`src/rtl/fp_norm_sched_pkg.sv`:
```
// Shared types and constants for the normalization scheduler.
// FSM state codes are fixed so that state dumps match the legacy encoding.
package fp_norm_sched_pkg;

    typedef enum logic [1:0] {
        IDLE  = 2'd0,
        ENC   = 2'd1,
        SHIFT = 2'd2,
        RESP  = 2'd3
    } state_t;

    localparam int unsigned NORM_POS_DEF = 26;

    // Largest biased exponent; a result at or above it is an overflow.
    function automatic int unsigned max_exp(input int unsigned exp_w);
        return (32'd1 << exp_w) - 32'd1;
    endfunction

endpackage

```
`src/rtl/fp_norm_sched_penc32.sv`:
```
// 32-bit leading-one detector: Dout is the index of the highest set bit.
// Valid is low for an all-zero input.
module fp_norm_sched_penc32 (
    input  logic [31:0] Din,
    output logic [4:0]  Dout,
    output logic        Valid
);

    always_comb begin
        Dout  = '0;
        Valid = |Din;
        for (int unsigned i = 0; i < 32; i++) begin
            if (Din[i]) Dout = 5'(i);
        end
    end

endmodule

```
`src/rtl/fp_norm_sched.sv`:
```
// Round-robin normalization scheduler: one shared leading-one detector and
// a single registered barrel-shift stage serve NREQ add/sub lanes.
module fp_norm_sched
    import fp_norm_sched_pkg::*;
#(
    parameter int unsigned NREQ     = 2,
    parameter int unsigned EXP_W    = 8,
    parameter int unsigned NORM_POS = NORM_POS_DEF
) (
    input  logic                  Clk,
    input  logic                  Rst,
    input  logic [NREQ-1:0]       Req,
    input  logic [NREQ*32-1:0]    ReqMant,
    input  logic [NREQ*EXP_W-1:0] ReqExp,
    output logic [NREQ-1:0]       Gnt,
    output logic                  Busy,
    output logic                  Done,
    output logic [1:0]            RespId,
    output logic [31:0]           RespMant,
    output logic [EXP_W-1:0]      RespExp,
    output logic                  RespZero,
    output logic                  RespUflow,
    output logic                  RespOflow
);

    localparam logic signed [EXP_W+1:0] EMAX = (EXP_W+2)'(max_exp(EXP_W));

    state_t               state_q, state_d;
    logic [1:0]           rr_q, gidx, cand;
    logic                 found, take;
    logic [3:0]           req4;
    logic [31:0]          mant_arr [4];
    logic [EXP_W-1:0]     exp_arr  [4];

    logic [31:0]          mant_q;
    logic [EXP_W-1:0]     exp_q;
    logic [1:0]           id_q;
    logic [4:0]           penc_pos, pos_q;
    logic                 penc_valid, valid_q;

    int                   d;
    logic [4:0]           sh;
    logic [31:0]          lowmask;
    logic signed [EXP_W+1:0] e_ext, d_ext, e_new;
    logic [31:0]          n_mant;
    logic [EXP_W-1:0]     n_exp;
    logic                 n_zero, n_uf, n_of;

    // Lanes are padded to four so that a 2-bit index is always in range.
    always_comb begin
        req4 = '0;
        req4[NREQ-1:0] = Req;
        for (int unsigned k = 0; k < 4; k++) begin
            mant_arr[k] = '0;
            exp_arr[k]  = '0;
        end
        for (int unsigned k = 0; k < NREQ; k++) begin
            mant_arr[k] = ReqMant[32*k +: 32];
            exp_arr[k]  = ReqExp[EXP_W*k +: EXP_W];
        end

        // Descending scan so the candidate nearest rr+1 is the last writer.
        gidx  = rr_q;
        found = 1'b0;
        for (int unsigned k = NREQ; k >= 1; k--) begin
            cand = 2'((32'(rr_q) + k) % NREQ);
            if (req4[cand]) begin
                gidx  = cand;
                found = 1'b1;
            end
        end
        take = found && (state_q == IDLE) && !Rst;

        Gnt = '0;
        for (int unsigned k = 0; k < NREQ; k++) begin
            Gnt[k] = take && (gidx == 2'(k));
        end

        state_d = state_q;
        unique case (state_q)
            IDLE:    if (take) state_d = ENC;
            ENC:     state_d = SHIFT;
            SHIFT:   state_d = RESP;
            RESP:    state_d = IDLE;
            default: state_d = IDLE;
        endcase
    end

    assign Busy = (state_q != IDLE) || take;
    assign Done = (state_q == RESP);

    fp_norm_sched_penc32 u_penc (
        .Din   (mant_q),
        .Dout  (penc_pos),
        .Valid (penc_valid)
    );

    always_comb begin
        d       = int'(NORM_POS) - int'(pos_q);
        e_ext   = {2'b00, exp_q};
        d_ext   = (EXP_W+2)'(d);
        e_new   = e_ext;
        sh      = '0;
        lowmask = '0;
        n_mant  = mant_q;
        n_exp   = exp_q;
        n_zero  = 1'b0;
        n_uf    = 1'b0;
        n_of    = 1'b0;
        if (!valid_q) begin
            n_mant = '0;
            n_exp  = '0;
            n_zero = 1'b1;
        end else if (d < 0) begin
            sh      = 5'(-d);
            lowmask = ~(32'hFFFF_FFFF << sh);
            n_mant  = (mant_q >> sh) | {31'b0, |(mant_q & lowmask)};
            e_new   = e_ext - d_ext;
            if (e_new >= EMAX) begin
                n_mant = '0;
                n_exp  = '1;
                n_of   = 1'b1;
            end else begin
                n_exp = e_new[EXP_W-1:0];
            end
        end else if (d > 0) begin
            if (e_ext > d_ext) begin
                sh     = 5'(d);
                n_mant = mant_q << sh;
                e_new  = e_ext - d_ext;
                n_exp  = e_new[EXP_W-1:0];
            end else begin
                sh     = (e_ext > 0) ? 5'(e_ext - 1) : '0;
                n_mant = mant_q << sh;
                n_exp  = '0;
                n_uf   = 1'b1;
            end
        end
    end

    always_ff @(posedge Clk or posedge Rst) begin
        if (Rst) begin
            state_q   <= IDLE;
            rr_q      <= 2'(NREQ - 1);
            mant_q    <= '0;
            exp_q     <= '0;
            id_q      <= '0;
            pos_q     <= '0;
            valid_q   <= 1'b0;
            RespId    <= '0;
            RespMant  <= '0;
            RespExp   <= '0;
            RespZero  <= 1'b0;
            RespUflow <= 1'b0;
            RespOflow <= 1'b0;
        end else begin
            state_q <= state_d;
            if (take) begin
                rr_q   <= gidx;
                id_q   <= gidx;
                mant_q <= mant_arr[gidx];
                exp_q  <= exp_arr[gidx];
            end
            if (state_q == ENC) begin
                pos_q   <= penc_pos;
                valid_q <= penc_valid;
            end
            if (state_q == SHIFT) begin
                RespId    <= id_q;
                RespMant  <= n_mant;
                RespExp   <= n_exp;
                RespZero  <= n_zero;
                RespUflow <= n_uf;
                RespOflow <= n_of;
            end
        end
    end

endmodule

```
`config.mk`:
```
export PLATFORM = sky130hd
export DESIGN_NAME = fp_norm_sched
export DESIGN_NICKNAME = d
export VERILOG_FILES = /design/src/rtl/fp_norm_sched_pkg.sv /design/src/rtl/fp_norm_sched_penc32.sv /design/src/rtl/fp_norm_sched.sv
export SDC_FILE = /design/constraint.sdc
export NUM_CORES = 1
export LEC_CHECK = 0
export ABC_AREA = 1
export CAP_MARGIN = 5
export CORE_MARGIN = 1.5
export CORE_UTILIZATION = 30
export CTS_CLUSTER_DIAMETER = 100
export DETAILED_ROUTE_END_ITERATION = 10
export PLACE_DENSITY = 0.45
export SLEW_MARGIN = 10
export SYNTH_ARGS = -nofsm -noshare
export SYNTH_HDL_FRONTEND = slang
export SYNTH_SLANG_ARGS = --single-unit
export TNS_END_PERCENT = 10
```
`constraint.sdc`:
```
create_clock -name Clk -period 9.9 [get_ports Clk]
set_input_delay 2.97 -clock Clk [delete_from_list [all_inputs] [get_ports Clk]]
set_output_delay 2.97 -clock Clk [all_outputs]
set_load 0.03 [all_outputs]
```
### Word level (Yosys, flattened, before mapping)

Cells that the tools add are included.
Widths: inputs -> output; s select.

* register bits: 97
* input bits: 84
* output and inout port bits: 49
* logic and storage cells: 117

* add/subtract/negate cells: 6
* order comparisons: 8
* equality and inequality tests: 5
* shift operators: 4
* multiplexer cells: 66
* bitwise logic cells: 4
* reductions and logical operators: 11

Operator list (count)
* $mux 32: 7
* $mux 5: 17
* $bmux 32 s2: 1
* $reduce_or 32->1: 2
* $shl 32x5->32: 2
* $mux 8: 7
* $and 32x32->32: 1
* $mux 4: 8
* $not 32->32: 1
* $or 32x1->32: 1
* $shl 32x5->32 const A: 1
* $shr 32x5->32: 1
* $bmux 8 s2: 1
* $mux 1: 15
* $mux 3: 4
* $ge 10x9->1 const B: 1
* $mux 2: 5
* $sub 9x6->10: 1
* $gt 9x6->1: 1
* $gt 8x1->1 const B: 1
* $pmux 2 s4: 1
* $gt 6x1->1 const B: 1
* $lt 1x3->1 const B: 2
* $lt 6x1->1 const B: 1
* other kinds (14): 21

### Longest topological paths before layout

Gate-level depths: netlist of run 1.

* word-level depth: 31
* gate-level depth with buffers: 31
* depth with buffers taken out: 31

### By module

A second synthesis of run 1 with hierarchy kept.

* cell total of the unflattened synthesis: 1604
* area total of the unflattened synthesis: 9504.1 µm²

By module, submodules not included
* fp_norm_sched: instances 1, cells each 1498, area each 9075.0 µm², sequential area each 2403.6 µm²
* fp_norm_sched_penc32: instances 1, cells each 106, area each 429.2 µm², sequential area each 0.0 µm²

### Worst setup path after synthesis of run 1

Ideal clock, no wire load.

* path kind: input -> output
* from: in Rst
* to: out Gnt[1]
* arrival time: 4.072 ns
* required time: 6.930 ns
* slack: 2.858 ns
* stages: 4
* buffers on the path: 1
* cell sequence: nor3_1 > inv_1 > nor2_1 > clkbuf_1

* longest elaborated chain between the ends: 3

Ends and longest elaborated chain
* from (decl): RTL line fp_norm_sched.sv:11 `input logic Rst,`
* $logic_not 1->1 (no source line)
* $logic_and 1x1->1: RTL line fp_norm_sched.sv:72 `take = found && (state_q == IDLE) && !Rst;`
* $logic_and 1x1->1: RTL line fp_norm_sched.sv:76 `Gnt[k] = take && (gidx == 2'(k));`
* to (decl): RTL line fp_norm_sched.sv:15 `output logic [NREQ-1:0] Gnt,`

No other way between the ends.

### Final worst setup path of run 1

* from: in Rst
* to: out Busy

* longest elaborated chain between the ends: 3

Ends and longest elaborated chain
* $logic_not 1->1 (no source line)
* $logic_and 1x1->1: RTL line fp_norm_sched.sv:72
* $logic_or 1x1->1: RTL line fp_norm_sched.sv:89 `assign Busy = (state_q != IDLE) || take;`
* to (decl): RTL line fp_norm_sched.sv:16 `output logic Busy,`

No other way between the ends.

==> results.sh, run 1 <==
export IMPL_die_w_um=173.8
export IMPL_startpoint_type="input port"
export IMPL_wl_met1_um=18030
export IMPL_synth_async_reset_ratio_pct=100.0
export IMPL_cp_end_kind="primary output"
export IMPL_finalCritPeriodShare_pct=82.27
export IMPL_cts_max_level=3
export IMPL_worstPathRequired_ns=6.93
export IMPL_hpwl_um=28970
export IMPL_syn_avg_cell_area_um2=6.171
export IMPL_gp_congestion=0.9283
export IMPL_rsz0062_at_grt="no"
export IMPL_cts_tree="yes"
export IMPL_rows=62
export IMPL_clk_pin_slew_worst_paths_ns=0.07
export IMPL_drt_total_wl_um=36920
export IMPL_finClkSkew_ns=0.01760
export IMPL_drcViolationCount=0
export IMPL_grt_pass1_vias=9391
export IMPL_yosys_warnings=0
export IMPL_path_class="input port to primary output"
export IMPL_grt_pass1_wl_um=56500
export IMPL_antenna_found_initial=0
export IMPL_first_pass_iters=6
export IMPL_drt_initial_drc_count=949
export IMPL_grtUsageTotal_pct=24.28
export IMPL_ys_flop_type="dfrtp_1"
export IMPL_num_antenna_cells=0
export IMPL_met2_length_um=15840
export IMPL_ys_seq_area_share_pct=27.47
export IMPL_nNetsFinal=1599
export IMPL_min_path_type="flip-flop to flip-flop"
export IMPL_post_place_ws_ns=1.739
export IMPL_max_stage_delay_ns=0.70
export IMPL_min_period_ns=8.145
export IMPL_dr_wl_met3_um=2174
export IMPL_cp_max_fo=39
export IMPL_finalSetupTns_ns=0
export IMPL_syn_num_nets=1525
export IMPL_drtAntennaViolNets=0
export IMPL_ctsLongestPathBuffers=2
export IMPL_top_layer_used="met4"
export IMPL_setup_violations=0
export IMPL_grt_max_degree=68
export IMPL_timing_critical_path_buf_inv=4
export IMPL_fmax_mhz=122.8
export IMPL_dieArea_um2=30200
export IMPL_arrival_ns=5.17
export IMPL_tightestPinTransition_ns=0.9375
export IMPL_cts_resized=0
export IMPL_port_buffers=132
export IMPL_yosys_cell_types_count=53
export IMPL_slew_headroom_pct=37.43
export IMPL_synth_enable_flop_cells=0
export IMPL_clockRootBuffer="clkbuf_16"
export IMPL_fin_util_pct=37.02
export IMPL_core_area_um2=28700
export IMPL_area_growth_pct=21.42
export IMPL_outcome="finished clean"
export IMPL_num_vias=9954
export IMPL_cts_setup_buffers=0
export IMPL_crit_path_top_delay_cell="clkdlybuf4s50_1"
export IMPL_nFillCells=3250
export IMPL_routed_via_density=5.292
export IMPL_maxSlewViolCount=0
export IMPL_layout_commonest_cell="nand2_1"
export IMPL_drive_gt1_share_pct=4.075
export IMPL_num_io_pins=133
export IMPL_insertion_delay_ns=0.37
export IMPL_numCtsBuffers=9
export IMPL_synth_cells=1418
export IMPL_grt_ovfl_total=0
export IMPL_finalWorstSetupSlack_ns=1.755
export IMPL_start_util_pct=30.49
export IMPL_ys_ff_latch=96
export IMPL_drt_wirelength_per_cell_um=19.63
export IMPL_hold_buffers=0
export IMPL_layout_common_cells="487 x nand2_1, 171 x o21ai_0, 132 x clkdlybuf4s50_1"
export IMPL_hold_viol_final=0
export IMPL_crit_family="buffers and inverters"
export IMPL_cts_sinks=96
export IMPL_cp_common_cell="clkdlybuf4s50_1"
export IMPL_syn_area_um2=8751
export IMPL_path_cells="clkdlybuf4s50_1, nor3_2, buf_4, inv_1, nand2_1, clkdlybuf4s50_1"
export IMPL_maxCapViolations=0
export IMPL_die_h_um=173.8
## Yosys cell counts (all sizes together), types with 2 or more instances
cell type	instances	area (µm²)
o2111ai	2	17.52
a21oi	38	190.2
clkinv	6	22.52
a31oi	18	118.9
xnor2	3	26.28
o21a	2	15.01
mux2i	10	100.1
o31ai	4	30.03
or2	3	18.77
a221oi	9	78.83
inv	112	422.9
buf	26	145.1
xor2	9	86.34
a211oi	6	45.04
clkbuf	58	217.7
nor3	20	110.1
nor4	3	18.77
o21ai	258	1310
nand4	6	37.54
nand3	33	165.2
ha	22	275.3
dfrtp	95	2377
o221ai	5	43.79
a22o	2	17.52
o211ai	52	390.4
o22ai	20	125.1
nand2	491	1863
nor2	95	369.1
## worst min-delay path, cell delays in order, from the launching register on
cell and delay [ns]:
dfrtp_1 0.34, nand2_1 0.05, nand2_1 0.05
## stage by stage
step                      hold slack, ns  area [µm²]  cells
after floorplan                   0.4569        8751   1418
after global placement            0.4644       10320   1865
after detailed placement          0.4659       10320   1865
after CTS                         0.4876       10630   1881
after global routing              0.5120       10630   1881
final                             0.4813       10630   1881
## registers in the layout, indices dropped and copies added, names as in the netlist, 2 cells and up
signal,flops
exp_q,8
pos_q,5
rr_q,2
RespExp,8
mant_q,32
state_q,2
RespId,2
RespMant,32
## path summary, 6_finish.rpt
check | depth (start not counted) | slack, ns | to | from
max in group asynchronous | 3 | 5.71 | RespOflow | Rst
worst min-delay path | 2 | 0.48 | RespMant[16] | RespMant[16]
min in group asynchronous | 2 | 3.00 | pos_q[2] | Rst
worst min register to register | 2 | 0.48 | RespMant[16] | RespMant[16]
worst max register to register | 23 | 4.71 | RespMant[23] | pos_q[0]
worst max-delay path | 6 | 1.76 | Busy | Rst
## routing by layer
layer  track usage (%)  up-vias
met5                 0        -
met4             6.250        0
met3             2.412       49
met2             37.08      375
met1             36.28     4630
li1                  -     4900
## kinds of logic (layout without fill, tap and decap cells)
family / count (synthesis) / count (layout) / share of synthesized area, %
buffers and inverters: 202 / 281 / 9.237
and+or+nand+nor: 653 / 653 / 29.67
DFF: 96 / 96 / 27.47
adders and majority gates: 23 / 23 / 3.374
xor gates and xnor gates: 12 / 12 / 1.287
muxes: 10 / 10 / 1.144
AOI/OAI and AO/OA: 422 / 422 / 27.82
## layout make-up
type / count / area [µm²] / area share (%)
sequential: 96 / 2404 / 22.62
tap: 384 / 480.5 / 4.522
clock buffer: 9 / 225.2 / 2.120
inverter: 118 / 447.9 / 4.216
multi-input combinational: 1120 / 5553 / 52.26
timing repair buffer: 147 / 1434 / 13.50
clock inverter: 7 / 81.33 / 0.7654
Power of run 1 is not shown: default switching activity piles up to over one toggle a cycle in this logic, so the estimate is an artifact.
==> run 2, diff against run 1 <==
--- a/config.mk
+++ b/config.mk
@@ -11,7 +11,7 @@
 export CORE_UTILIZATION = 30
 export CTS_CLUSTER_DIAMETER = 100
 export DETAILED_ROUTE_END_ITERATION = 10
-export PLACE_DENSITY = 0.45
+export PLACE_DENSITY = 0.47
 export SLEW_MARGIN = 10
 export SYNTH_ARGS = -nofsm -noshare
 export SYNTH_HDL_FRONTEND = slang
==> constraint.sdc (replaced) <==
create_clock -name Clk -period 7.35 [get_ports Clk]
set_input_delay 2.205 -clock Clk [delete_from_list [all_inputs] [get_ports Clk]]
set_output_delay 2.205 -clock Clk [all_outputs]
set_load 0.03 [all_outputs]
==> results.sh, run 2 (synthesis results as in run 1) <==
export IMPL_outcome="finished clean"
export IMPL_cts_sinks=96
export IMPL_routed_via_density=5.359
export IMPL_setup_violations=0
export IMPL_cp_end_kind="primary output"
export IMPL_drcViolationCount=0
export IMPL_arrival_ns=4.16
export IMPL_hold_buffers=0
export IMPL_grt_max_degree=63
export IMPL_drtAntennaViolNets=0
export IMPL_endpoint="Busy"
export IMPL_finalCritPeriodShare_pct=86.58
export IMPL_insertion_delay_ns=0.37
export IMPL_rr_endpoint="RespMant[28]"
export IMPL_cts_max_level=3
export IMPL_grtUsageTotal_pct=25.21
export IMPL_finalSetupTns_ns=0
export IMPL_slew_headroom_pct=44.12
export IMPL_drt_initial_drc_count=987
export IMPL_antenna_found_initial=0
export IMPL_area_growth_pct=21.56
export IMPL_holdPathStages=2
export IMPL_clockRootBuffer="clkbuf_16"
export IMPL_cts_tree="yes"
export IMPL_grt_pass1_vias=9611
export IMPL_grt_pass1_wl_um=58680
export IMPL_first_pass_iters=5
export IMPL_reg2reg_depth=19
export IMPL_min_period_ns=6.364
export IMPL_num_io_pins=133
export IMPL_finClkSkew_ns=0.01373
export IMPL_ctsLongestPathBuffers=2
export IMPL_drt_total_wl_um=38000
export IMPL_num_antenna_cells=0
export IMPL_core_area_um2=28700
export IMPL_clk_pin_slew_worst_paths_ns=0.07
export IMPL_cts_resized=0
export IMPL_min_path_type="flip-flop to flip-flop"
export IMPL_reg_top3="RespMant (32), mant_q (32)"
export IMPL_rsz0062_at_grt="no"
export IMPL_maxCapViolations=0
export IMPL_port_buffers=132
export IMPL_r2r_slack_ns=2.33
export IMPL_nNetsFinal=1602
export IMPL_hpwl_um=30330
export IMPL_numCtsBuffers=9
export IMPL_path_class="input port to primary output"
export IMPL_worstPathRequired_ns=5.14
export IMPL_grt_ovfl_total=0
export IMPL_startpoint="Rst"
export IMPL_drt_wirelength_per_cell_um=20.17
export IMPL_cts_setup_buffers=0
export IMPL_hold_viol_final=0
export IMPL_cp_max_fo=13
export IMPL_die_h_um=173.8
export IMPL_num_vias=10100
export IMPL_fmax_mhz=157.1
export IMPL_start_util_pct=30.49
export IMPL_tightestPinTransition_ns=0.8331
export IMPL_dieArea_um2=30200
export IMPL_die_w_um=173.8
export IMPL_layout_commonest_cell="nand2_1"
export IMPL_gp_congestion=0.9404
export IMPL_r2r_start="pos_q[0]"
export IMPL_drive_gt1_share_pct=4.067
export IMPL_rows=62
export IMPL_maxSlewViolCount=0
export IMPL_layout_common_cells="487 x nand2_1, 171 x o21ai_0, 132 x clkdlybuf4s50_1"
export IMPL_startpoint_type="input port"
run 2: how the worst min path moves through the flow:
stage          slack [ns]          from            to
3_3_place_gp         0.46  RespMant[18]  RespMant[18]
5_1_grt              0.51  RespMant[16]  RespMant[16]
3_5_place_dp         0.47  RespMant[18]  RespMant[18]
6_report             0.48  RespMant[18]  RespMant[18]
2_1_floorplan        0.46       rr_q[1]       rr_q[1]
4_1_cts              0.49  RespMant[16]  RespMant[16]
run 2: cell type report:
type | count | area, µm²
clock buffer | 11 | 232.7
clock inverter | 5 | 66.31
fill | 3205 | 18060
inverter | 118 | 447.9
multi-input combinational | 1120 | 5550
sequential | 96 | 2404
tap | 384 | 480.5
timing repair buffer | 150 | 1456
run 2: through the flow:
stage          setup WS (ns)  hold slack, ns  util, %  std cells  area, µm²
5_1_grt               0.8205          0.5144    37.06       1884      10640
3_5_place_dp          0.9626          0.4659    36.02       1868      10340
4_1_cts               0.9544          0.4852    37.06       1884      10640
2_1_floorplan          1.838          0.4569        -       1418       8751
6_report              0.9863          0.4799    37.06       1884      10640
3_3_place_gp           1.002          0.4627    36.02       1868      10340
run 2: critical path, cell delays in order:
cell,delay [ns]
clkdlybuf4s50_1,0.47
nor3_2,0.21
buf_4,0.23
inv_1,0.18
nand2_1,0.16
clkdlybuf4s50_1,0.69
run 2: per-layer routing:
metal,global-route usage [%],wire length (µm),up-vias
met5,0,0,-
met2,39.23,16830,399
met4,7.256,857,0
li1,-,-,4911
met3,2.346,2257,47
met1,36.88,18060,4740
Power of run 2 is left out for the same reason.
==> RTL edit 1 (settings of run 2) <==
Reset style: synchronous (`Rst`), changed in one clocked block.
--- a/src/rtl/fp_norm_sched.sv
+++ b/src/rtl/fp_norm_sched.sv
@@ -138,7 +138,7 @@
         end
     end
 
-    always_ff @(posedge Clk or posedge Rst) begin
+    always_ff @(posedge Clk) begin
         if (Rst) begin
             state_q   <= IDLE;
             rr_q      <= 2'(NREQ - 1);
Formal check against the unedited RTL: differs if Rst is asserted again (counterexample within 4 cycles, from zero or initial values and one cycle with Rst high); with Rst held inactive, the same outputs for 4 cycles.
==> RTL edit 1 against run 2 <==
- critical endpoint is now Gnt[0]
- setup slack got worse by 0.067 ns
- final area decreased by 1.9%
- sequential cell count unchanged
- final cell count increased by 2.4%
- wire length increased by 4.6%
- synthesized area decreased by 1.3%
- via count increased by 3.9%
Power is left out: the tool's default activity adds up to more than one toggle a clock period on the data nets, which glitch-free logic cannot reach.
==> RTL edit 1: results (changes against run 2) <==
* HP Start: rr_q[1]$_SDFFE_PP0P_ (was RespMant[18]$_DFFE_PP0P_)
* Placed cells at 1913 (was 1868)
* Result of the run: finished clean (unchanged)
* Placer congestion estimate at 0.987 (was 0.940)
* Largest clock skew in the final design at 0.0178 ns (was 0.0137 ns)
* Slack of the worst reg-to-reg path at 2.68 ns (was 2.33 ns)
* RR Endpoint: RespMant[11]$_SDFFE_PP0P_ (was RespMant[28]$_DFFE_PP0P_)
* Drt first-iter violations at 1130 (was 987)
* Worst setup path endpoint: Gnt[0] (was Busy)
* Net count of the finished layout at 1653 (was 1602)
* Routed met3 length at 2.59 mm (was 2.26 mm)
* First-pass GRT wire length at 60.1 mm (was 58.7 mm)
* Metal-1 WL at 18.6 mm (was 18.1 mm)
* Vias in the first global route at 9724 (was 9611)
* Least-Margin Pin Slew at 1.17 ns (was 0.833 ns)
* Post-detailed-route wirelength per cell at 20.6 µm (was 20.2 µm)
* Net Count, Synth at 1585 (was 1525)
* Number of detailed-route iterations in the first pass at 8 (was 5)
* Synthesized instance count at 1478 (was 1418)
* Synth async-reset ratio at 0 (was 1.00)
* Detailed-routed wire length on met2 at 17.3 mm (was 16.8 mm)
* Largest net degree at the start of global routing at 66 (was 63)
* Part of the Yosys area used for sequential elements at 0.223 (was 0.275)
* DRT Wirelength at 39.7 mm (was 38.0 mm)
* Launch point of the worst reg-to-reg path: pos_q[0]$_SDFFE_PP0N_ (was pos_q[0]$_DFFE_PP0N_)
* Critical Path AT at 4.23 ns (was 4.16 ns)
==> RTL edit 1: cell count changes after synthesis, sizes merged, moves of 8 or more <==
cell,before,now
a21oi,38,115
a221oi,9,1
a31oi,18,3
dfrtp,95,0
dfxtp,0,96
inv,112,121
nand3,33,87
nor2,95,77
nor3,20,6
o211ai,52,69
o21ai,258,217
o221ai,5,14
o22ai,20,5
==> RTL edit 1: metal layers <==
metal  global-route usage  up-vias
met3               0.0339       60
met2                0.403      423
met1                0.374     4893
met5                    0        -
li1                     -     5119
met4               0.0880        0
==> RTL edit 1: worst min path at each step <==
stage / endpoint / slack (ns) / depth (start not counted)
6_report: rr_q[1]$_SDFFE_PP0P_ / 0.44 / 2
5_1_grt: rr_q[1]$_SDFFE_PP0P_ / 0.46 / 2
4_1_cts: rr_q[1]$_SDFFE_PP0P_ / 0.45 / 2
3_5_place_dp: rr_q[1]$_SDFFE_PP0P_ / 0.44 / 2
3_3_place_gp: rr_q[1]$_SDFFE_PP0P_ / 0.43 / 2
2_1_floorplan: rr_q[1]$_SDFFE_PP0P_ / 0.42 / 2
==> RTL edit 1: tightest hold or removal path, delay by kind of cell, from the launching register on <==
family        cells  cell delay, ns
buf+inv           1            0.06
flops             1            0.30
simple gates      1            0.04
==> RTL edit 1: per-stage QoR <==
stage | hold WS, ns | utilization | cell area, µm² | setup slack [ns]
after floorplan | 0.416 | - | 8640 | 1.73
after global placement | 0.428 | 0.362 | 10200 | 0.939
after detailed placement | 0.439 | 0.362 | 10200 | 0.948
after CTS | 0.450 | 0.372 | 10400 | 0.938
after global routing | 0.464 | 0.372 | 10400 | 0.771
final | 0.443 | 0.372 | 10400 | 0.919
==> RTL edit 1: cells by family (layout without fill, tap and decap cells) <==
kind of cell             Yosys count  after routing  share of synthesized area
AND/OR/NAND/NOR                  676            676                      0.323
AO/OA/AOI/OAI                    448            448                      0.299
buffers and inverters            218            291                      0.102
flip-flops                        96             96                      0.223
adder cells (fa/ha/maj)           23             23                     0.0342
multiplexers                       9              9                     0.0104
XOR/XNOR                           8              8                    0.00898
==> RTL edit 1: layout make-up <==
type                            count  area, µm²
Fill cell                        3263      17600
Multi-Input combinational cell   1164       5850
Sequential cell                    96       1920
Timing Repair Buffer              151       1460
Tap cell                          378        473
Inverter                          124        465
Clock buffer                       11        233
Clock inverter                      5       41.3
==> RTL edit 2 (settings of run 2) <==
Made on the original files. Set the parameter `EXP_W` to 7 (it was 8).
--- a/src/rtl/fp_norm_sched.sv
+++ b/src/rtl/fp_norm_sched.sv
@@ -4,7 +4,7 @@
     import fp_norm_sched_pkg::*;
 #(
     parameter int unsigned NREQ     = 2,
-    parameter int unsigned EXP_W    = 8,
+    parameter int unsigned EXP_W    = 7,
     parameter int unsigned NORM_POS = NORM_POS_DEF
 ) (
     input  logic                  Clk,
Ports: changed (resized ReqExp and RespExp); port bits go from 133 to 130. The function was not compared with the original's and may differ.
==> RTL edit 2 against run 2 <==
- via count grew 2.9%
- final area rose by 0.26%
- synthesized area increased by 0.99%
- setup slack gained 0.30 ns
- hold slack got worse by 0.0020 ns
- sequential cell count decreased by 2
- core utilization shrank 0.10 points
- non-clock buffer count shrank 7
- wire length rose by 2.0%
- synthesized cell count rose by 2.8%
Power is left out: the tool's default activity adds up to more than one toggle a clock period on the data nets, which glitch-free logic cannot reach.
==> RTL edit 2: results (changes against run 2) <==
* Number of enable-type register cells in the synthesized netlist at 0 (unchanged)
* Class of the tightest hold or removal check: flip-flop to flip-flop (unchanged)
* Rel. slew slack at 0.229 (was 0.441)
* Global router's overall resource usage at 0.257 (was 0.252)
* Part of the Yosys area used for sequential elements at 0.266 (was 0.275)
* Worst Path Max Fanout at 5 (was 13)
* Clk_lat worst skew at 0.37 ns (about the same)
* Drt first-iter violations at 1140 (was 987)
* Largest net degree at the start of global routing at 66 (was 63)
* Synth async-reset ratio at 1.00 (unchanged)
* Worst-path clk slew at 0.08 ns
* Cts-stage hold buffer count at 0 (unchanged)
* Result of the run: finished clean (unchanged)
* Placed cell areas at 10300 µm² (about the same)
* Number of detailed-route iterations in the first pass at 5 (unchanged)
* Count of port buffers added during placement at 129 (was 132)
* Antenna Diode Count at 0 (unchanged)
* DRT Wirelength at 38.8 mm (was 38.0 mm)
* Post-cts sizing count at 0 (unchanged)
* Number of fill cells at 3236 (was 3205)
* Largest clock skew in the final design at 0.00916 ns (was 0.0137 ns)
* Number of antenna violations at the first check in global routing at 0 (unchanged)
* Largest registers: RespMant: 32 flops, mant_q: 32 flops (unchanged)
* Ratio of cells with drive above 1 in the final layout at 0.0450 (was 0.0407)
* Count of synthesis-stage warnings from yosys at 0 (unchanged)
* Vias in the first global route at 10000 (was 9611)
* First-pass GRT wire length at 60.0 mm (was 58.7 mm)
* Vias after detailed routing at 10400 (was 10100)
* Cell at the root of the clock tree: sky130_fd_sc_hd__clkbuf_16 (unchanged)
* Clock buffers created by TritonCTS at 9 (unchanged)
* HPWL after DPL at 29.2 mm (was 30.3 mm)
* Critical Path AT at 3.86 ns (was 4.16 ns)
* Post-CTS setup-driven buffer insertion count at 0 (unchanged)
* Cells taking the most area after synthesis: sky130_fd_sc_hd__dfrtp_1 (26%), sky130_fd_sc_hd__nand2_1 (22%), sky130_fd_sc_hd__nand3_1 (11%), sky130_fd_sc_hd__o21ai_0 (9.0%), sky130_fd_sc_hd__inv_1 (4.2%) (was sky130_fd_sc_hd__dfrtp_1 (27%), sky130_fd_sc_hd__nand2_1 (21%), sky130_fd_sc_hd__o21ai_0 (9.8%), sky130_fd_sc_hd__o21ai_1 (4.8%), sky130_fd_sc_hd__inv_1 (4.5%))
* Clk buf depth at 2 (unchanged)
* Synth unique cells at 52 (was 53)
* Net Count, Synth at 1562 (was 1525)
* Placer congestion estimate at 0.978 (was 0.940)
* Top cells by instance count after synthesis: sky130_fd_sc_hd__nand2_1 (526), sky130_fd_sc_hd__nand3_1 (194), sky130_fd_sc_hd__o21ai_0 (159) (was sky130_fd_sc_hd__nand2_1 (487), sky130_fd_sc_hd__o21ai_0 (171), sky130_fd_sc_hd__inv_1 (105))
[RTL edit 2: cell count changes after synthesis, sizes merged, moves of 5 or more]
cell	run 2	this run
o22ai	20	3
mux2i	10	2
o21ai	258	189
clkbuf	58	52
buf	26	32
o2111ai	2	7
nor2	95	77
a211oi	6	1
nand3	33	195
nor3	20	6
a221oi	9	3
nand2	491	532
o211ai	52	46
a31oi	18	6
[RTL edit 2: stage by stage]
stage          instances  utilization  hold slack [ns]  setup WS [ns]
2_1_floorplan       1458            -            0.457           1.73
3_3_place_gp        1901        0.358            0.462           1.30
3_5_place_dp        1901        0.358            0.465           1.27
4_1_cts             1917        0.370            0.487           1.27
5_1_grt             1917        0.370            0.504           1.19
6_report            1917        0.370            0.478           1.29
[RTL edit 2: final timing paths]
check                                          from  cells after the start                       end  slack, ns
min                        RespMant[19]$_DFFE_PP0P_                      2  RespMant[19]$_DFFE_PP0P_       0.48
max in group asynchronous                       Rst                      3  RespMant[13]$_DFFE_PP0P_       3.96
max reg2reg                    pos_q[0]$_DFFE_PP0N_                     22  RespMant[18]$_DFFE_PP0P_       2.39
max                                             Rst                      5                      Busy       1.29
min reg2reg                RespMant[19]$_DFFE_PP0P_                      2  RespMant[19]$_DFFE_PP0P_       0.48
min in group asynchronous                       Rst                      2     RespId[0]$_DFFE_PP0P_       2.34
[RTL edit 2: kinds of logic after synthesis]
| logic type | after synthesis | share of synthesized area |
|---|---|---|
| AO/OA/AOI/OAI | 314 | 0.210 |
| XOR/XNOR | 7 | 0.00779 |
| adder cells (fa/ha/maj) | 22 | 0.0320 |
| buffers and inverters | 195 | 0.0913 |
| flip-flops | 94 | 0.266 |
| multiplexers | 2 | 0.00227 |
| AND/OR/NAND/NOR | 824 | 0.390 |
[RTL edit 2: cell type report]
cell class / instances / area, µm² / share of cell area
Timing Repair Buffer: 143 / 1400 / 0.131
Clock buffer: 9 / 225 / 0.0211
Clock inverter: 7 / 97.6 / 0.00915
Inverter: 111 / 422 / 0.0395
Tap cell: 384 / 480 / 0.0450
Sequential cell: 94 / 2350 / 0.221
Multi-Input combinational cell: 1169 / 5690 / 0.534
[RTL edit 2: critical path, stage by stage]
cell                              delay (ns)
sky130_fd_sc_hd__clkdlybuf4s50_1        0.47
sky130_fd_sc_hd__nor3_2                 0.20
sky130_fd_sc_hd__inv_1                  0.14
sky130_fd_sc_hd__nand2_1                0.14
sky130_fd_sc_hd__clkdlybuf4s50_1        0.69
[RTL edit 2: metal layers]
metal  part of all wire  routed length [µm]  global-route usage
met4              0.035                1350              0.0986
met2               0.43               16700               0.388
met3              0.074                2850              0.0396
met1               0.46               17900               0.368
met5                  0                   0                   0
